File: src/rtl/uart_rx_pkg.sv
// Shared UART RX constants: legal oversampling ratios, idle line level and
// default counter widths used by the RX oversampling stage and its counters.
package uart_rx_pkg;

    // Default widths: prescale up to 32 needs 6 bits, frame of up to 16 slots
    localparam int unsigned PRESCALE_W = 6;
    localparam int unsigned BIT_CNT_W  = 4;

    // Legal oversampling ratios
    localparam int unsigned PRESCALE_8  = 8;
    localparam int unsigned PRESCALE_16 = 16;
    localparam int unsigned PRESCALE_32 = 32;

    // Level of an idle (marking) RX line
    localparam logic RX_IDLE_LVL = 1'b1;

endpackage

File: src/rtl/edge_bit_counter.sv
// Oversampling edge counter and bit-slot counter for the UART RX path.
// edge_cnt runs 0..prescale-1 within a bit; on wrap bit_cnt advances and
// wraps modulo 2^BIT_CNT_W. The wrap test is ">=" so a prescale decrease
// below the current edge_cnt wraps on the next clock instead of locking up.
module edge_bit_counter
    import uart_rx_pkg::*;
#(
    parameter int unsigned PRESCALE_W = uart_rx_pkg::PRESCALE_W,
    parameter int unsigned BIT_CNT_W  = uart_rx_pkg::BIT_CNT_W
) (
    input  logic                  clk,
    input  logic                  rst,
    input  logic                  cnt_en,
    input  logic [PRESCALE_W-1:0] prescale,
    output logic [PRESCALE_W-1:0] edge_cnt,
    output logic [BIT_CNT_W-1:0]  bit_cnt
);

    logic [PRESCALE_W-1:0] edge_cnt_q, edge_cnt_d;
    logic [BIT_CNT_W-1:0]  bit_cnt_q, bit_cnt_d;
    // One extra bit so prescale=0 (and prescale-1 underflow) needs no special case
    logic [PRESCALE_W:0]   edge_inc;

    // Next-state: clear when disabled, wrap at prescale-1, else increment
    always_comb begin
        edge_inc   = {1'b0, edge_cnt_q} + {{PRESCALE_W{1'b0}}, 1'b1};
        edge_cnt_d = edge_cnt_q;
        bit_cnt_d  = bit_cnt_q;
        if (!cnt_en) begin
            edge_cnt_d = '0;
            bit_cnt_d  = '0;
        end else if (edge_inc >= {1'b0, prescale}) begin
            edge_cnt_d = '0;
            bit_cnt_d  = bit_cnt_q + BIT_CNT_W'(1);
        end else begin
            edge_cnt_d = edge_inc[PRESCALE_W-1:0];
        end
    end

    // Counter state registers
    always_ff @(posedge clk or negedge rst) begin
        if (!rst) begin
            edge_cnt_q <= '0;
            bit_cnt_q  <= '0;
        end else begin
            edge_cnt_q <= edge_cnt_d;
            bit_cnt_q  <= bit_cnt_d;
        end
    end

    assign edge_cnt = edge_cnt_q;
    assign bit_cnt  = bit_cnt_q;

endmodule

File: src/rtl/data_sampling.sv
// UART RX oversampling stage: counts edges/bits and takes a 3-sample
// majority vote around the bit centre (mid-1, mid, mid+1 with mid=prescale>>1).
// sampled_bit updates one clock after edge mid+1, with sample_valid high for
// exactly that following cycle.
// Build option DATA_SAMPLING_SYNC_EN: rx_in goes through a 2-flop synchronizer
// (reset to idle) before the vote logic, adding 2 clocks from pin to vote.
module data_sampling
    import uart_rx_pkg::*;
#(
    parameter int unsigned PRESCALE_W = uart_rx_pkg::PRESCALE_W,
    parameter int unsigned BIT_CNT_W  = uart_rx_pkg::BIT_CNT_W
) (
    input  logic                  clk,
    input  logic                  rst,
    input  logic                  rx_in,
    input  logic [PRESCALE_W-1:0] prescale,
    input  logic                  cnt_en,
    input  logic                  dat_samp_en,
    output logic                  sampled_bit,
    output logic                  sample_valid,
    output logic [PRESCALE_W-1:0] edge_cnt,
    output logic [BIT_CNT_W-1:0]  bit_cnt
);

    logic                  rx_samp;
    logic [PRESCALE_W-1:0] mid, mid_m1, mid_p1;
    logic                  s0_q, s0_d;
    logic                  s1_q, s1_d;
    logic                  sampled_bit_q, sampled_bit_d;
    logic                  sample_valid_q, sample_valid_d;

`ifdef DATA_SAMPLING_SYNC_EN
    logic [1:0] rx_sync_q;

    // Two-flop synchronizer, reset to idle so no false start is seen
    always_ff @(posedge clk or negedge rst) begin
        if (!rst) begin
            rx_sync_q <= {2{RX_IDLE_LVL}};
        end else begin
            rx_sync_q <= {rx_sync_q[0], rx_in};
        end
    end

    assign rx_samp = rx_sync_q[1];
`else
    assign rx_samp = rx_in;
`endif

    edge_bit_counter #(
        .PRESCALE_W (PRESCALE_W),
        .BIT_CNT_W  (BIT_CNT_W)
    ) u_edge_bit_counter (
        .clk      (clk),
        .rst      (rst),
        .cnt_en   (cnt_en),
        .prescale (prescale),
        .edge_cnt (edge_cnt),
        .bit_cnt  (bit_cnt)
    );

    // Sample points around the bit centre; only meaningful for prescale >= 4
    always_comb begin
        mid    = prescale >> 1;
        mid_m1 = mid - PRESCALE_W'(1);
        mid_p1 = mid + PRESCALE_W'(1);
    end

    // Vote next-state: capture s0/s1, then vote with the live third sample
    always_comb begin
        s0_d           = s0_q;
        s1_d           = s1_q;
        sampled_bit_d  = sampled_bit_q;
        sample_valid_d = 1'b0;
        if (dat_samp_en) begin
            if (edge_cnt == mid_m1) begin
                s0_d = rx_samp;
            end
            if (edge_cnt == mid) begin
                s1_d = rx_samp;
            end
            if (edge_cnt == mid_p1) begin
                sampled_bit_d  = (s0_q & s1_q) | (s0_q & rx_samp) | (s1_q & rx_samp);
                sample_valid_d = 1'b1;
            end
        end
    end

    // Vote and output registers; idle-level reset keeps downstream quiet
    always_ff @(posedge clk or negedge rst) begin
        if (!rst) begin
            s0_q           <= RX_IDLE_LVL;
            s1_q           <= RX_IDLE_LVL;
            sampled_bit_q  <= RX_IDLE_LVL;
            sample_valid_q <= 1'b0;
        end else begin
            s0_q           <= s0_d;
            s1_q           <= s1_d;
            sampled_bit_q  <= sampled_bit_d;
            sample_valid_q <= sample_valid_d;
        end
    end

    assign sampled_bit  = sampled_bit_q;
    assign sample_valid = sample_valid_q;

endmodule
File: config.mk
export PLATFORM = sky130hd
export DESIGN_NAME = data_sampling
export DESIGN_NICKNAME = d
export VERILOG_FILES = /design/src/rtl/uart_rx_pkg.sv /design/src/rtl/edge_bit_counter.sv /design/src/rtl/data_sampling.sv
export SDC_FILE = /design/constraint.sdc
export NUM_CORES = 1
export LEC_CHECK = 0
export BUFFER_PORTS_ARGS = -buffer_cell sky130_fd_sc_hd__buf_4
export CAP_MARGIN = 20
export CORE_MARGIN = 10
export CORE_UTILIZATION = 30
export CTS_BUF_LIST = sky130_fd_sc_hd__clkbuf_8
export DETAILED_ROUTE_END_ITERATION = 8
export HOLD_SLACK_MARGIN = 0.06
export PLACE_DENSITY = 0.48
export SLEW_MARGIN = 20
export SYNTH_ARGS = -nofsm -noshare
export SYNTH_HDL_FRONTEND = slang
export SYNTH_SLANG_ARGS = --single-unit
File: constraint.sdc
create_clock -name clk -period 2.8 [get_ports clk]
set_clock_uncertainty 0.15 [all_clocks]
set_input_delay 0.56 -clock clk [delete_from_list [all_inputs] [get_ports clk]]
set_output_delay 0.56 -clock clk [all_outputs]
set_load 0.05 [all_outputs]
==> results.md, run 1 <==
- Most frequent cells in the layout: buf_4 (23), dfrtp_1 (11), ha_1 (10), inv_1 (9), xnor2_1 (9)
- R2R depth: 8
- Synthesized area: 1050 sq um
- Num CTS Buffers: 3
- Overall power: 0.000623 W
- Setup TNS: 0 ns
- Hold_ws: 0.408 ns
- Die area: 6250 sq um
- Fin cells: 178
- Leading cell type in the layout, fill and taps excluded: buf_4
- Sequential cell area: 354 sq um
- Via count: 814
- Crit path from: u_edge_bit_counter.edge_cnt[0]$_DFF_PN0_
- Startpoint type of the worst setup path: register
- Place WS: 0.216 ns
- Ys flop type: dfrtp_1
- Adder-cell share of the synthesized area: 12.9%
- Yosys warnings: 0
- Clock transition at path regs: 0.06 ns
- Critical Path End Type: register
- Initial DRC Count: 48
- Yosys reg bits: 14
- Initial Util: 31.1%
- N_diodes: 0
- Tmin final: 2.48 ns
- Crit path largest cell delay: 0.47 ns
- Final number of setup-violating endpoints: 0
- Avg Cell Area, Syn: 9.88 sq um
- Routability Congestion: 0.745
- Final WS setup: 0.317 ns
- Post-CTS Setup Inserts: 0
- Yosys cell types: 37
- Cell count after synthesis: 106
- Leak pwr: 0.637 nW
- R2r setup slk: 0.32 ns
- Crit-path max FO: 7
- Fmax: 403 MHz
- ANT nets after route: 0
- Syn_nets: 127
- Final WL: 2.53 mm
- Skew-Pair Late Insertion Delay: 0.24 ns
- Worst rel slew slack: 70.2%
- Layout cell share with drive strength beyond 1: 27.3%
- GRT Residual Overflow: 0
- Number of global-route vias before repair: 847
- Area Growth Syn to Fin: 28.0%
- Final Max Slew Viols: 0
- Number of core rows: 21
- Critical-path cell list: ha_1, and3_1, xor2_1, ha_1, o2111ai_1, o221ai_2, or2_1, nor2b_1
- All-Layer GR Usage: 8.48%
- Largest net degree at the start of global routing: 15
- Worst Tran Pin Value: 0.443 ns
- Multi-input gate area: 657 sq um
- Via/cell ratio: 4.57
- Filler cells: 350
- Hold Crit Class: register to register
- Critical Path Sink: u_edge_bit_counter.edge_cnt[5]$_DFF_PN0_
- Status: complete, no violations
- # DRC: 0
- DP Cell Count: 173
- DIE WIDTH: 79.1 um
- Peak supply drop: 234 uV
- Synth Area in Simple Gates: 19.7%
- Detailed Routing Iterations Pass 1: 4
- RSZ-0062 raised after global routing: no
- Hold Startpoint: u_edge_bit_counter.bit_cnt[3]$_DFFE_PN0P_
- Async set-reset flop share out of synthesis: 100%
- Placeable Area: 3360 sq um
- PortBufs: 22
- Largest family of logic cells by synthesized area: simple AND/OR/NAND/NOR gates
- Fin nets: 154
- Clock root buffer: clkbuf_8
- Reg2reg start: u_edge_bit_counter.edge_cnt[0]$_DFF_PN0_
- Mux share of post-synthesis cell area: 5.50%
- Synth Area in Compound Gates: 10.6%
- Die height: 79.1 um
- Pwr/cell area: 465 nW/um^2
- Clk sinks: 14
- Max clock buf depth: 2
- Sequential share of the synthesized area: 33.8%
- Maxcap violations: 0
- Cell mode on critical path: ha_1
- Final hold viol count: 0
- Critical path class: register to register
- DR WL/cell: 14.2 um
- Crit path DAT: 2.46 ns
- First-pass GRT wire length: 4.36 mm
- Tcrit/Tclk final: 88.7%
- Post-Synth XOR/XNOR Area: 13.4%
- WP data required: 2.77 ns
- CTS tree: done
- Final HPWL DP: 2.04 mm
- Num ports: 23
- Initial antenna violation count: 0
- EDFF count, synth: 0
- Reg-to-Reg End: u_edge_bit_counter.edge_cnt[5]$_DFF_PN0_
- Slowest stage cell on the critical path: dfrtp_1
- CTS H-Tree Depth: 1
## metrics by stage
step           utilization (%)  instance area [sq um]
3_5_place_dp              37.7                   1270
2_1_floorplan                -                   1050
5_1_grt                   39.8                   1340
4_1_cts                   39.7                   1330
3_3_place_gp              37.7                   1270
6_report                  39.8                   1340
## sequential cells by signal, summed over array words and instances (netlist names)
name and cells:
sampled_bit 1, sample_valid 1, s1_q 1, s0_q 1, u_edge_bit_counter.edge_cnt 6, u_edge_bit_counter.bit_cnt 4
## how the worst min path moves through the flow
stage / endpoint / cells after the start
6_report: u_edge_bit_counter.bit_cnt[3]$_DFFE_PN0P_ / 2
5_1_grt: s0_q$_DFFE_PN1P_ / 2
4_1_cts: s0_q$_DFFE_PN1P_ / 2
3_5_place_dp: sample_valid$_DFF_PN0_ / 1
3_3_place_gp: sample_valid$_DFF_PN0_ / 1
2_1_floorplan: sample_valid$_DFF_PN0_ / 0
## Yosys cell counts (3+ instances only)
cell     count  area, sq um
nor2_1       5         18.8
ha_1        10          125
dfstp_2      3         78.8
dfrtp_1     11          275
nand2_1      4         15.0
nor2b_1      4         25.0
xnor2_1      9         78.8
inv_1        9         33.8
nor3_1       3         15.0
nand3_1      6         30.0
xor2_1       7         61.3
## metal layers
metal / track usage (%) / vias to the layer above / part of all wire (%)
li1: - / 425 / -
met1: 11.5 / 372 / 48
met2: 12.8 / 15 / 47
met3: 3.15 / 2 / 4.9
met4: 1.08 / 0 / 0.28
met5: 0 / - / 0
## what timing repair did
action	in CTS	in global routing
resized for setup	0	1
endpoints found under the setup margin	0	5
endpoints found under the hold margin	11	0
hold buffers	1	0
## cell type report
cell class | instances | area share [%]
sequential | 14 | 26.4
inverter | 9 | 2.52
clock buffer | 4 | 4.11
timing repair buffer | 24 | 13.6
tap | 46 | 4.30
multi-input combinational | 81 | 49.0
## logic make-up after synthesis
| family | after synthesis |
|---|---|
| mux | 5 |
| buf+inv | 11 |
| simple gates | 36 |
| compound gates | 13 |
| fa+ha+maj | 11 |
| xor+xnor | 16 |
| flops | 14 |
## power breakdown
| group | internal [W] | total [W] | switching, W |
|---|---|---|---|
| clock network | 0.000124 | 0.000198 | 0.0000731 |
| logic | 0.0000724 | 0.000172 | 0.0000997 |
| registers | 0.000234 | 0.000253 | 0.0000194 |
| total | 0.000431 | 0.000623 | 0.000192 |
## critical path, delay by kind of cell (launching register included)
kind                     cells  cell delay (ns)
AND/OR/NAND/NOR              3             0.57
XOR/XNOR                     1             0.15
flip-flops                   1             0.47
AO/OA/AOI/OAI                2             0.47
adder cells (fa/ha/maj)      2             0.55
No activity file was read; power rests on OpenSTA's default activity.
==> inputs of run 2 (changes only) <==
--- a/config.mk
+++ b/config.mk
@@ -8,11 +8,11 @@
 export BUFFER_PORTS_ARGS = -buffer_cell sky130_fd_sc_hd__buf_4
 export CAP_MARGIN = 20
 export CORE_MARGIN = 10
-export CORE_UTILIZATION = 30
+export CORE_UTILIZATION = 50
 export CTS_BUF_LIST = sky130_fd_sc_hd__clkbuf_8
 export DETAILED_ROUTE_END_ITERATION = 8
 export HOLD_SLACK_MARGIN = 0.06
-export PLACE_DENSITY = 0.48
+export PLACE_DENSITY = 0.73
 export SLEW_MARGIN = 20
 export SYNTH_ARGS = -nofsm -noshare
 export SYNTH_HDL_FRONTEND = slang
==> run 2 against run 1 <==
  * Via count grew 4.8%
  * Die area is 31% lower
  * Sequential cell count stayed put
  * Utilization grew 27 points
  * Largest cell class unchanged
==> results.md, run 2 (synthesis gave the netlist of run 1 again) <==
- Via/cell ratio: 5.33 (+17%)
- Fmax: 389 MHz (-3.3%)
- Fin nets: 155 (+0.65%)
- Post-cts sizing count: 0 (unchanged)
- DR WL/cell: 13.8 um (-2.8%)
- ANT nets after route: 0 (unchanged)
- Number of core rows: 16 (-24%)
- Sw Ratio: 29.3% (-1.5 points)
- Detailed Routing Iterations Pass 1: 4 (unchanged)
- Die height: 65.8 um (-17%)
- Initial antenna violation count: 0 (unchanged)
- Final Max Slew Viols: 0 (unchanged)
- Largest register FFs: 6 (unchanged)
- Clock power share: 31.0% (-0.7 points)
- Critical Path End Type: register
- Pwr/cell area: 466 nW/um^2 (+0.24%)
- Final core utilization: 66.5% (+27 points)
- Flop pwr share: 40.6% (about the same)
- WP data required: 2.78 ns (about the same)
- Startpoint type of the worst setup path: register
- P_sw: 0.000180 W (-6.3%)
- Status: complete, no violations
- Final WL: 2.21 mm (-13%)
- Number of global-route vias before repair: 851 (+0.47%)
- Most frequent cells in the layout: buf_4 (24), dfrtp_1 (11), ha_1 (10), inv_1 (9), xnor2_1 (9)
- Clock root buffer: clkbuf_8
- First-pass GRT wire length: 3.73 mm (-15%)
- CTS H-Tree Depth: 1 (unchanged)
- Skew-Pair Late Insertion Delay: 0.24 ns (about the same)
- Num CTS Buffers: 3 (unchanged)
- Initial Util: 52.8% (+22 points)
- Clock transition at path regs: 0.05 ns (about the same)
- Crit path DAT: 2.54 ns (+0.08 ns)
- Worst rel slew slack: 61.8% (-8.4 points)
- Die area: 4330 sq um (-31%)
- Final hold viol count: 0 (unchanged)
- Tmin final: 2.57 ns (+0.0855 ns)
- Via count: 853 (+4.8%)
- Num ports: 23 (unchanged)
- Placeable Area: 1980 sq um (-41%)
- Placed cell areas: 1250 sq um (-1.3%)
- Area Growth Syn to Fin: 25.8%
- Hold Crit Class: input port to register
- Final number of setup-violating endpoints: 0 (unchanged)
- DIE WIDTH: 65.8 um (-17%)
- Hold_ws: 0.411 ns (+0.00304 ns)
- Critical path class: register to register
- CTS tree: done
- Initial DRC Count: 23 (-52%)
- Combinational share of power: 28.4% (+0.8 points)
- Layout cell share with drive strength beyond 1: 27.1% (-0.21 points)
- # DRC: 0 (unchanged)
- Peak supply drop: 300 uV (+28%)
- Largest net degree at the start of global routing: 15 (unchanged)
- Tcrit/Tclk final: 91.7% (+3.1 points)
- Maxcap violations: 0 (unchanged)
- Leading cell type in the layout, fill and taps excluded: buf_4
- Final HPWL DP: 1.85 mm (-9.3%)
- PortBufs: 22 (unchanged)
- GRT Residual Overflow: 0 (unchanged)
- N_diodes: 0 (unchanged)
- Routability Congestion: 0.897 (+20%)
- Clk sinks: 14 (unchanged)
- Leak pwr: 0.641 nW (+0.67%)
- RSZ-0062 raised after global routing: no
- Place WS: 0.204 ns (-0.0126 ns)
- All-Layer GR Usage: 10.7% (+2.2 points)
- Post-CTS Setup Inserts: 0 (unchanged)
- Design Area, Final: 1320 sq um (-1.7%)
- Int Power: 0.000434 W (+0.72%)
- Setup TNS: 0 ns (unchanged)
- Worst Tran Pin Value: 0.573 ns (+0.130 ns)
- Final WS setup: 0.231 ns (-0.0855 ns)
- Max clock buf depth: 2 (unchanged)
- Crit-path max FO: 7 (unchanged)
-- run 2: cell types whose count changed in the layout (fill, tap and decap cells not counted), sizes merged --
cell,delta
buf,+1
-- run 2: cell type report --
type	count	area [sq um]
fill	145	664
multi-input combinational	81	651
sequential	14	354
timing repair buffer	25	190
clock buffer	4	55.1
inverter	9	33.8
tap	27	33.8
-- run 2: critical path: stages, from the launching register on --
cell and delay [ns]:
dfrtp_1 0.45, ha_1 0.25, and3_1 0.20, xor2_1 0.15, ha_1 0.29, o2111ai_1 0.09
o221ai_1 0.49, or2_1 0.29, nor2b_1 0.07
-- run 2: what timing repair did --
item,CTS,global route
endpoints found under the setup margin,0,0
endpoints found under the hold margin,11,0
hold buffers,1,0
-- run 2: layer usage --
metal	vias to the layer above	share of wire, %	track usage, %
li1	435	-	-
met1	398	45	12.5
met2	20	49	17.4
met3	0	6.5	4.92
met4	0	0	2.41
met5	-	0	0
-- run 2: power groups by stage --
stage | combinational, W | sequential (W) | clock [W]
floorplan | 0.0000838 | 0.000286 | 0
global placement | 0.000175 | 0.000252 | 0
detailed placement | 0.000176 | 0.000253 | 0
CTS | 0.000178 | 0.000249 | 0.000200
global route | 0.000192 | 0.000252 | 0.000206
finish | 0.000175 | 0.000249 | 0.000190
-- run 2: metrics by stage --
step | total power, W | std cells
floorplan | 0.000370 | 106
global placement | 0.000427 | 155
detailed placement | 0.000429 | 155
CTS | 0.000627 | 160
global route | 0.000650 | 160
finish | 0.000614 | 160
-- run 2: path summary, 6_finish.rpt --
| path | depth (start not counted) | slack (ns) | from | to |
|---|---|---|---|---|
| setup / recovery | 8 | 0.23 | u_edge_bit_counter.edge_cnt[0]$_DFF_PN0_ | u_edge_bit_counter.edge_cnt[2]$_DFF_PN0_ |
| hold / removal | 2 | 0.41 | rx_in | s0_q$_DFFE_PN1P_ |
| max in group asynchronous | 2 | 1.71 | rst | s1_q$_DFFE_PN1P_ |
| min in group asynchronous | 2 | 0.55 | rst | u_edge_bit_counter.edge_cnt[2]$_DFF_PN0_ |
| hold reg to reg | 2 | 0.42 | u_edge_bit_counter.bit_cnt[3]$_DFFE_PN0P_ | u_edge_bit_counter.bit_cnt[3]$_DFFE_PN0P_ |
| setup reg to reg | 8 | 0.23 | u_edge_bit_counter.edge_cnt[0]$_DFF_PN0_ | u_edge_bit_counter.edge_cnt[2]$_DFF_PN0_ |
